==> src/rtl/voice_sequencer.sv <==
// Time-multiplexes VOICES voices onto one shared phase2sample ROM: snapshots inputs on CE,
// issues one ROM read per enabled voice, collects returned samples and publishes a whole frame.
module voice_sequencer #(
  parameter int unsigned VOICES = 8,
  parameter int unsigned LAT    = 1
) (
  input  logic                  clk_i,
  input  logic                  rst_i,
  input  logic                  ce_i,
  input  logic [VOICES-1:0]     voice_en_i,
  input  logic [7*VOICES-1:0]   phase_i,
  input  logic [7*VOICES-1:0]   program_i,
  output logic [6:0]            p2s_phase_o,
  output logic [6:0]            p2s_program_o,
  output logic                  p2s_ce_o,
  input  logic [7:0]            p2s_sample_i,
  output logic [8*VOICES-1:0]   sample_o,
  output logic                  sample_valid_o,
  output logic                  busy_o,
  output logic                  overrun_o
);

  localparam int unsigned     IdxW     = $clog2(VOICES);
  localparam logic [IdxW-1:0] LastIdx  = IdxW'(VOICES - 1);
  localparam logic [1:0]      LastDrn  = 2'(LAT - 1);
  localparam logic [7:0]      MidScale = 8'd128;

  typedef enum logic [1:0] {StIdle, StIssue, StDrain, StDone} state_e;

  state_e              state_q, state_d;
  logic [IdxW-1:0]     idx_q, idx_d;
  logic [1:0]          drn_q, drn_d;
  logic                overrun_q, overrun_d;
  logic                accept;
  logic [VOICES-1:0]   en_q, en_d;
  logic [6:0]          phase_q [VOICES];
  logic [6:0]          phase_d [VOICES];
  logic [6:0]          prog_q [VOICES];
  logic [6:0]          prog_d [VOICES];
  logic [7:0]          shadow_q [VOICES];
  logic [7:0]          shadow_d [VOICES];
  logic [8*VOICES-1:0] sample_q;
  logic                p2s_ce_q, p2s_ce_d;
  logic [6:0]          p2s_phase_q, p2s_phase_d;
  logic [6:0]          p2s_prog_q, p2s_prog_d;

  // Issue tags travel alongside the ROM latency so each return lands in its own slot.
  logic                cap_vld_q [LAT];
  logic                cap_en_q [LAT];
  logic [IdxW-1:0]     cap_idx_q [LAT];

  always_comb begin
    state_d   = state_q;
    idx_d     = idx_q;
    drn_d     = drn_q;
    overrun_d = overrun_q;
    en_d      = en_q;
    phase_d   = phase_q;
    prog_d    = prog_q;
    accept    = 1'b0;

    unique case (state_q)
      StIdle: accept = ce_i;
      StIssue: begin
        overrun_d = overrun_q | ce_i;
        if (idx_q == LastIdx) begin
          state_d = StDrain;
          drn_d   = 2'd0;
        end else begin
          idx_d = idx_q + IdxW'(1);
        end
      end
      StDrain: begin
        overrun_d = overrun_q | ce_i;
        if (drn_q == LastDrn) state_d = StDone;
        else                  drn_d   = drn_q + 2'd1;
      end
      StDone: begin
        state_d = StIdle;
        accept  = ce_i;
      end
      default: state_d = StIdle;
    endcase

    if (accept) begin
      state_d = StIssue;
      idx_d   = '0;
      en_d    = voice_en_i;
      for (int i = 0; i < int'(VOICES); i++) begin
        phase_d[i] = phase_i[7*i +: 7];
        prog_d[i]  = program_i[7*i +: 7];
      end
    end

    // Outputs are registered, so they are computed from the next-cycle state and voice.
    p2s_ce_d    = (state_d == StIssue) && en_d[idx_d];
    p2s_phase_d = p2s_ce_d ? phase_d[idx_d] : 7'd0;
    p2s_prog_d  = p2s_ce_d ? prog_d[idx_d]  : 7'd0;

    shadow_d = shadow_q;
    if (cap_vld_q[LAT-1]) begin
      shadow_d[cap_idx_q[LAT-1]] = cap_en_q[LAT-1] ? p2s_sample_i : MidScale;
    end
  end

  always_ff @(posedge clk_i) begin
    if (rst_i) begin
      state_q     <= StIdle;
      idx_q       <= '0;
      drn_q       <= 2'd0;
      overrun_q   <= 1'b0;
      en_q        <= '0;
      p2s_ce_q    <= 1'b0;
      p2s_phase_q <= 7'd0;
      p2s_prog_q  <= 7'd0;
      for (int i = 0; i < int'(VOICES); i++) begin
        phase_q[i]         <= 7'd0;
        prog_q[i]          <= 7'd0;
        shadow_q[i]        <= MidScale;
        sample_q[8*i +: 8] <= MidScale;
      end
      for (int s = 0; s < int'(LAT); s++) begin
        cap_vld_q[s] <= 1'b0;
        cap_en_q[s]  <= 1'b0;
        cap_idx_q[s] <= '0;
      end
    end else begin
      state_q     <= state_d;
      idx_q       <= idx_d;
      drn_q       <= drn_d;
      overrun_q   <= overrun_d;
      en_q        <= en_d;
      phase_q     <= phase_d;
      prog_q      <= prog_d;
      shadow_q    <= shadow_d;
      p2s_ce_q    <= p2s_ce_d;
      p2s_phase_q <= p2s_phase_d;
      p2s_prog_q  <= p2s_prog_d;
      cap_vld_q[0] <= (state_q == StIssue);
      cap_en_q[0]  <= en_q[idx_q];
      cap_idx_q[0] <= idx_q;
      for (int s = 1; s < int'(LAT); s++) begin
        cap_vld_q[s] <= cap_vld_q[s-1];
        cap_en_q[s]  <= cap_en_q[s-1];
        cap_idx_q[s] <= cap_idx_q[s-1];
      end
      // The final capture coincides with entry to DONE, so publish the merged shadow set.
      if (state_d == StDone) begin
        for (int i = 0; i < int'(VOICES); i++) sample_q[8*i +: 8] <= shadow_d[i];
      end
    end
  end

  assign p2s_ce_o       = p2s_ce_q;
  assign p2s_phase_o    = p2s_phase_q;
  assign p2s_program_o  = p2s_prog_q;
  assign sample_o       = sample_q;
  assign sample_valid_o = (state_q == StDone);
  assign busy_o         = (state_q == StIssue) || (state_q == StDrain);
  assign overrun_o      = overrun_q;

endmodule

==> config.mk <==
export PLATFORM = sky130hd
export DESIGN_NAME = voice_sequencer
export DESIGN_NICKNAME = d
export VERILOG_FILES = /design/src/rtl/voice_sequencer.sv
export SDC_FILE = /design/constraint.sdc
export NUM_CORES = 1
export LEC_CHECK = 0
export CAP_MARGIN = 20
export CORE_MARGIN = 2
export CORE_UTILIZATION = 48
export CTS_CLUSTER_SIZE = 40
export DETAILED_ROUTE_END_ITERATION = 8
export PLACE_DENSITY = 0.77
export REMOVE_ABC_BUFFERS = 1
export SYNTH_ARGS = -nofsm -noshare
export SYNTH_HDL_FRONTEND = slang
export SYNTH_SLANG_ARGS = --single-unit
==> constraint.sdc <==
create_clock -name clk_i -period 2.65 [get_ports clk_i]
set_clock_uncertainty 0.1 [all_clocks]
set_input_delay 0.53 -clock clk_i [delete_from_list [all_inputs] [get_ports clk_i]]
set_output_delay 0.53 -clock clk_i [all_outputs]
set_load 0.05 [all_outputs]
Word-level counts from Yosys, hierarchy flattened:

Memory sizes are Yosys's and may differ from the RTL's.
Index checks and enable logic that the tools add are counted.
Widths: inputs -> output; s select.

* multiplexer cells: 38
* equal/unequal tests: 8
* add/sub/neg operators: 2
* order comparisons: 5
* reductions and logical operators: 13
* bitwise gates (word level): 4

Operators by type and width (count)
* $mux 56: 2
* $bwmux 64: 1
* $mux 64: 1
* $bmux 7 s3: 2
* $mux 7: 4
* $demux 8 s3: 1
* $mux 8: 3
* $mux 3: 4
* $mux 1: 11
* $mux 2: 5
* $ge 4x4->1 const B: 2
* $lt 3x4->1 const B: 2
* $not 3->4: 2
* $bmux 1 s3: 2
* $eq 2x2->1 const B: 3
* $pmux 2 s3: 1
* $reduce_or 2->1: 3
* $eq 2x1->1 const B: 2
* $logic_not 2->1: 2
* $lt 4x1->1 const B: 1
* $ne 2x2->1 const B: 2
* $pmux 2 s2: 1
* $add 3x1->3 const B: 1
* $eq 3x3->1 const B: 1
* other kinds (9): 11

* output and inout port bits: 82
* RAM bits: 5
* register bits after elaboration: 271
* input port bits: 131
* memories: 3
* word-level logic and storage cells: 106

Memory list
* cap_idx_q: depth 1, width 3, rd ports 1, clocked after memory_dff 0, wr ports 1, line 50 `logic [IdxW-1:0] cap_idx_q [LAT];`
* cap_en_q: depth 1, width 1, rd ports 1, clocked after memory_dff 0, wr ports 1, line 49 `logic cap_en_q [LAT];`
* cap_vld_q: depth 1, width 1, rd ports 1, clocked after memory_dff 0, wr ports 1, line 48 `logic cap_vld_q [LAT];`

Logic depth before layout (Yosys ltp):

Gate-level depths: netlist (run 1).

* word-level depth: 9
* mapped depth: 11

Least setup slack after synthesis (run 1):

No wires, ideal clock.

* path type: register -> register
* from: register state_q[0]
* to: register p2s_prog_q[3], in the netlist p2s_program_o[3]
* data required time: 2491 ps
* stages on the path, launching flop included: 10
* arrival time: 2388 ps
* setup time: 59 ps
* slack: 103 ps
* period minus slack after synthesis: 2547 ps
* cell sequence: dfxtp_1 inv_1 ha_1 nor2b_2 buf_4 nor2_1 or3_1 a41oi_4 buf_6 o31a_1

* word-level cells in the longest chain between the ends: 9
* elaborated cells between the ends (all ways): 24

RTL lines
* start: declaration: line 30 `state_e state_q, state_d;`
* start signal: assignment: line 108 `state_q <= StIdle;`
* start signal: assignment: line 128 `state_q <= state_d;`
* $eq 2x2->1 or $logic_not 2->1 (tied branches): line 62 `unique case (state_q)`
* $reduce_or 2->1 (no source line)
* $mux 1: line 62
* $mux 8 or $mux 3 (tied branches): line 85 `if (accept) begin`
* $bmux 1 s3: line 96 `p2s_ce_d = (state_d == StIssue) && en_d[idx_d];`
* $mux 1 (not written as such): line 96
* $logic_and 1x1->1: line 96
* $not 1->1 (no source line)
* $reduce_or 2->1 (no source line)
* end signal: assignment: line 138 `p2s_prog_q <= p2s_prog_d;`
* end: declaration: line 45 `logic [6:0] p2s_prog_q, p2s_prog_d;`

Several ways; a longest one is shown, not always the timed one. The select of a mux whose other input is x is not followed.
A chain may end at the register's enable or synchronous reset.

Worst setup path after layout (run 1):

* from: register state_q[1]
* to: output sample_valid_o

* word-level cells in the longest chain between the ends: 1

RTL lines
* $eq 2x2->1: line 158 `assign sample_valid_o = (state_q == StDone);`
* end: declaration: line 18 `output logic sample_valid_o,`

Every way passes these cells.

==> results of run 1 <==
==> worst max-delay path, delay by kind of cell, from the launching register on <==
| family | cells | cell delay, ns |
|---|---|---|
| adder cells (fa/ha/maj) | 1 | 0.15 |
| buffers and inverters | 2 | 0.93 |
| flip-flops | 1 | 0.33 |
==> report_power, final <==
group | leakage [nW] | internal, mW | total [mW] | switching (mW)
clock | 0.439 | 2.24 | 3.80 | 1.56
combinational | 2.41 | 0.456 | 0.982 | 0.527
sequential | 2.24 | 4.29 | 4.37 | 0.0792
==> cell usage after synthesis, drive strengths merged (2+ instances only) <==
master,n,share of area
nor3b,2,0.0014
nor2b,10,0.0060
buf,43,0.026
o21ai,14,0.0065
o22ai,4,0.0023
inv,4,0.0014
nor2,204,0.072
dfxtp,276,0.51
a211oi,71,0.049
or3,4,0.0023
nand4b,2,0.0016
a22oi,2,0.0014
o21a,3,0.0021
nor3,5,0.0028
a221oi,3,0.0024
o31a,11,0.0089
nand2b,9,0.0052
a2111oi,4,0.0032
a32o,3,0.0028
mux2i,34,0.032
a211o,8,0.0065
a31oi,3,0.0017
a21oi,208,0.096
ha,7,0.0081
nand3,6,0.0032
mux2,3,0.0038
clkbuf,58,0.020
or2,2,0.0012
nand2,295,0.10
mux4,2,0.0042
==> state kept, by name, indices dropped and copies added, names as in the netlist <==
register	count
overrun_o	1
phase_q	56
shadow_q	64
cap_en_q	1
sample_o	64
en_q	8
state_q	2
p2s_ce_o	1
cap_vld_q	1
cap_idx_q	3
p2s_phase_o	7
prog_q	56
idx_q	3
drn_q	2
p2s_program_o	7
==> placed cells by master, fill, tap and decap left out, types with 11 or more instances in the layout <==
cell type,netlist,layout
nand2_1,293,293
a21oi_1,208,208
dfxtp_1,276,276
nor2_1,203,202
clkbuf_16,0,27
a211oi_1,71,71
o31a_1,11,11
buf_4,6,43
clkdlybuf4s50_1,0,210
o21ai_0,13,13
mux2i_1,33,33
buf_12,0,12
==> layer usage <==
metal | routed length, µm | vias to the layer above | global-route usage
met5 | 0 | - | 0
met4 | 529 | 0 | 0.0623
met3 | 2070 | 41 | 0.0403
met2 | 12900 | 330 | 0.375
met1 | 12200 | 4444 | 0.312
li1 | - | 4812 | -
==> timing repair <==
item	in CTS	in global routing
endpoints found under the setup margin	0	9
resized for setup	0	1
hold buffers	0	0
==> through the flow <==
| step | worst slack (ns) | instances |
|---|---|---|
| after floorplan | -3.80 | 1210 |
| after global placement | 0.0191 | 1756 |
| after detailed placement | -0.0111 | 1756 |
| after CTS | 0.0299 | 1805 |
| after global routing | 0.0134 | 1805 |
| final | 0.0808 | 1805 |
==> cell type report <==
class                   count  area share
flip-flops and latches    276       0.387
multi-input cells         930       0.337
well taps                 280      0.0246
inverters                   4     0.00105
clock buffers              39      0.0547
repair buffers            266       0.188
clock inverters            10     0.00746
==> logic make-up (layout without fill, tap and decap cells) <==
| logic type | after synthesis | in the layout | synth area share |
|---|---|---|---|
| simple gates | 543 | 543 | 0.202 |
| compound gates | 340 | 340 | 0.191 |
| flops | 276 | 276 | 0.511 |
| buf+inv | 105 | 319 | 0.0475 |
| mux | 39 | 39 | 0.0398 |
| fa+ha+maj | 7 | 7 | 0.00810 |
| xor+xnor | 1 | 1 | 0.00150 |
==> worst max path at each step <==
stage	startpoint	to	slack (ns)	cells past startpoint
2_1_floorplan	state_q[0]	sample_o[0]	-3.80	6
3_3_place_gp	ce_i	p2s_program_o[6]	0.02	8
3_5_place_dp	ce_i	p2s_program_o[6]	-0.01	8
4_1_cts	state_q[1]	sample_valid_o	0.03	3
5_1_grt	state_q[1]	sample_valid_o	0.01	3
6_report	state_q[1]	sample_valid_o	0.08	3
==> metrics.txt, run 1 <==
status=finished, final reports clean; HPWL after detailed placement=19,200 µm; Arr. time, crit path=1.94 ns; Final Total Pwr=9.14 mW; CP max stage cell=clkdlybuf4s50_1; diodes inserted=0; placed cell area=13,400 µm²; post-layout minimum cycle time=2.57 ns; nature of the critical path endpoint=output port; P&R area growth vs syn=31.9%; #FFs+latches synth=276; Final Hold Vio Count=0; warnings from Yosys=0; # rows=54; Final setup viols=0; layout net count=1,643; FF-to-FF Start=state_q[1]; Main synth FF type=dfxtp_1; Achievable Freq=0.389 GHz; Multi-input gate area=4810 µm²; sequential area share after synthesis=0.511; post-synthesis cell type count=53; Mean Syn Cell Area=8.25 µm²; cell area after synthesis=10,800 µm²; initial antenna violation count=0; startpoint types=register; P per Cell Area=641 nW/µm²; Final Cycle Share=0.970; CTS Sinks=276; clock slew at reported path FFs=0.06 ns; Worst-Skew Late Latency=0.53 ns; H-Tree Depth=1; routed length per placed instance=15.3 µm; GPL Wtd Cong=0.847; CTS tree=yes; crit path max fanout=3; Die Area=23,800 µm²; first-pass GRT wire length=45,200 µm; CP required=2.02 ns; fin util=0.650; max_cap viols=0; # Post-CTS Setup Buffers=0; reg2reg path depth=10; Synth Instances=1,311; First-pass DRT Iterations=5; fin area=14,300 µm²; largest net degree at the start of global routing=123; WHS Path Cells=2; DRC Markers=0; Die X-Extent=154 µm; Global Route Usage Sum=0.229; Max-slew headroom=0.415; hold path endpoint=en_q[1]; chip height=154 µm; peak supply drop=0.413 mV; total CTS buffers=27; Hold Crit Class=input pin to register; Crit Path Class=register to output port; worst hold slack=0.130 ns; DR vias=9,627; Initial Util=0.493; CP Cell Sequence=buf_4 -> ha_1 -> clkdlybuf4s50_1; Least-Margin Pin Slew=0.877 ns; placeable core area=22,000 µm²; via/cell ratio=5.33; Setup TNS Final=0 ns; Reg2Reg Setup Slack=0.18 ns; CP peak stage delay=0.81 ns; leakage power=5.10 nW; post-synthesis async set-or-reset flop share=0; EDFF count, synth=0; vias in the first global route=9,005; GRT Residual Overflow=0; Root Buffer=clkbuf_16; port buffer count=212; Reg area=5530 µm²; Fillers=1,821; IO Pins=213; RSZ-0062 raised after global routing=false; Routed Antenna Nets=0; initial DRC count=598; share of layout cells above drive strength 1=0.0761; Max Slew Vio Count=0; HP Start=rst_i; drt total wl=27,700 µm; FF-to-FF End=p2s_program_o[1]; clk buf depth=3
(Power assumes the default switching activity.)
==> inputs of run 2 (changes only) <==
CORE_UTILIZATION = 52   (was 48)
PLACE_DENSITY = 0.82   (was 0.77)
==> run 2 against run 1 <==
Effect of this change:
- sequential cell count stayed put
- register-to-register slack about the same
- sequential share of layout area is 0.63 points higher
- final cell count shrank 1.3%
- global-route usage up 1.1 points
- power fell by 2.6%
- critical endpoint unchanged
- largest cell class unchanged
- largest power group unchanged
==> metrics.txt, run 2 (synthesized netlist as in run 1, its figures left out) <==
FF-to-FF Start=state_q[1]; dpl ws=-0.0205 ns (-0.00942 ns); Max Slew Vio Count=0 (unchanged); routed length per placed instance=15.3 µm (-0.54%); Placed Cells incl. Taps=1,731 (-1.4%); Arr. time, crit path=1.96 ns (+0.02 ns); Least-Margin Pin Slew=0.711 ns (-0.167 ns); Final setup viols=0 (unchanged); P per Cell Area=634 nW/µm² (-1.0%); commonest non-fill, non-tap cell in the layout=nand2_1; Root Buffer=clkbuf_16; crit path from=state_q[0]; HPWL after detailed placement=18,600 µm (-3.6%); FF-to-FF End=p2s_program_o[6]; hold-fix buffers at CTS=0 (unchanged); status=finished, final reports clean; CP required=2.02 ns (about the same); Max-slew headroom=0.525 (+0.110); CTS Sinks=276 (unchanged); vias in the first global route=8,886 (-1.3%); crit path max fanout=5 (+2); first-pass GRT wire length=43,600 µm (-3.6%); WHS Path Cells=2 (unchanged); clk buf depth=3 (unchanged); Routed Antenna Nets=0 (unchanged); placeable core area=20,300 µm² (-7.6%); Initial Util=0.533 (+0.0403); Hold Crit Class=input pin to register; port buffer count=212 (unchanged); reg2reg path depth=9 (-1); nature of the critical path endpoint=output port; via/cell ratio=5.44 (+1.9%); Crit Path Class=register to output port; Setup TNS Final=0 ns (unchanged); layout net count=1,630 (-0.79%); Reg2Reg Setup Slack=0.18 ns (about the same); leakage power=5.00 nW (-1.9%); total CTS buffers=27 (unchanged); largest net degree at the start of global routing=163 (+33%); initial DRC count=619 (+3.5%); RSZ-0062 raised after global routing=false; max_cap viols=0 (unchanged); hold path endpoint=shadow_q[11]; GPL Wtd Cong=0.846 (-0.11%); Setup WS post-layout=0.0621 ns (-0.0186 ns); CTS tree=yes; startpoint types=register; Worst-Skew Late Latency=0.52 ns (about the same); Post-Layout Cell Count=1,781 (-1.3%); P&R area growth vs syn=29.8%; chip height=148 µm (-3.8%); most frequent cells in the layout=293 x nand2_1, 276 x dfxtp_1, 210 x clkdlybuf4s50_1; H-Tree Depth=1 (unchanged); Global Route Usage Sum=0.240 (+0.0115); Achievable Freq=0.386 GHz (-0.72%); initial antenna violation count=1 (+1); Final Hold Vio Count=0 (unchanged); DR vias=9,682 (+0.57%); IO Pins=213 (unchanged); GRT Residual Overflow=0 (unchanged); share of layout cells above drive strength 1=0.0689 (-0.00719); post-layout minimum cycle time=2.59 ns (+0.0186 ns); First-pass DRT Iterations=5 (unchanged); peak supply drop=0.504 mV (+22%); Die X-Extent=148 µm (-3.8%); clock slew at reported path FFs=0.06 ns (about the same); # rows=52 (-3.7%); Final Cycle Share=0.977 (+0.00703); DRC Markers=0 (unchanged); drt total wl=27,200 µm (-1.9%); Die Area=22,000 µm² (-7.5%); HP Start=rst_i
## run 2: cell count changes in the layout (fill, tap and decap cells not counted), moves of 3 or more
cell and delta:
buf_12 -5, clkinv_2 +5, buf_4 -9, clkbuf_8 -3
## run 2: report_power, final
part	switching [mW]	internal (mW)
sequential	0.0780	4.29
combinational	0.526	0.450
clock	1.52	2.04
total	2.13	6.78
## run 2: stage by stage
| step | area (µm²) | power (mW) | util | hold WS [ns] |
|---|---|---|---|---|
| finish | 14000 | 8.91 | 0.692 | 0.301 |
| global placement | 13200 | 5.39 | 0.649 | 0.339 |
| global route | 14000 | 9.24 | 0.692 | 0.313 |
| detailed placement | 13200 | 5.41 | 0.649 | 0.344 |
| floorplan | 10300 | 4.91 | - | 0.328 |
| CTS | 14000 | 8.96 | 0.690 | 0.291 |
## run 2: timing repair
action	in CTS	in global routing
resized for setup	1	4
pin swaps	0	0
buffers inserted	0	2
endpoints found under the setup margin	2	12
## run 2: cell type report
cell class	instances	area [µm²]
fillers	1615	6260
flip-flops and latches	276	5530
multi-input cells	930	4820
repair buffers	253	2520
clock buffers	35	736
well taps	270	338
clock inverters	12	85.1
inverters	4	15.0
diodes	1	2.50
## run 2: routing by layer
layer	GRT usage	vias to the layer above	routed length, µm
li1	-	4773	-
met1	0.313	4493	11500
met2	0.413	377	13000
met3	0.0426	39	2130
met4	0.0652	0	529
met5	0	-	0
## run 2: worst max path at each step
stage | slack, ns | depth (start not counted) | to
2_1_floorplan | -3.80 | 6 | sample_o[0]
3_3_place_gp | 0.06 | 8 | p2s_program_o[6]
3_5_place_dp | -0.02 | 9 | p2s_program_o[6]
4_1_cts | 0.01 | 2 | sample_valid_o
5_1_grt | 0.005 | 10 | sample_o[34]
6_report | 0.06 | 2 | sample_valid_o
## run 2: worst max-delay path: stages, from the launching register on
cell and delay, ns:
dfxtp_1 0.40, ha_1 0.22, clkdlybuf4s50_1 0.83
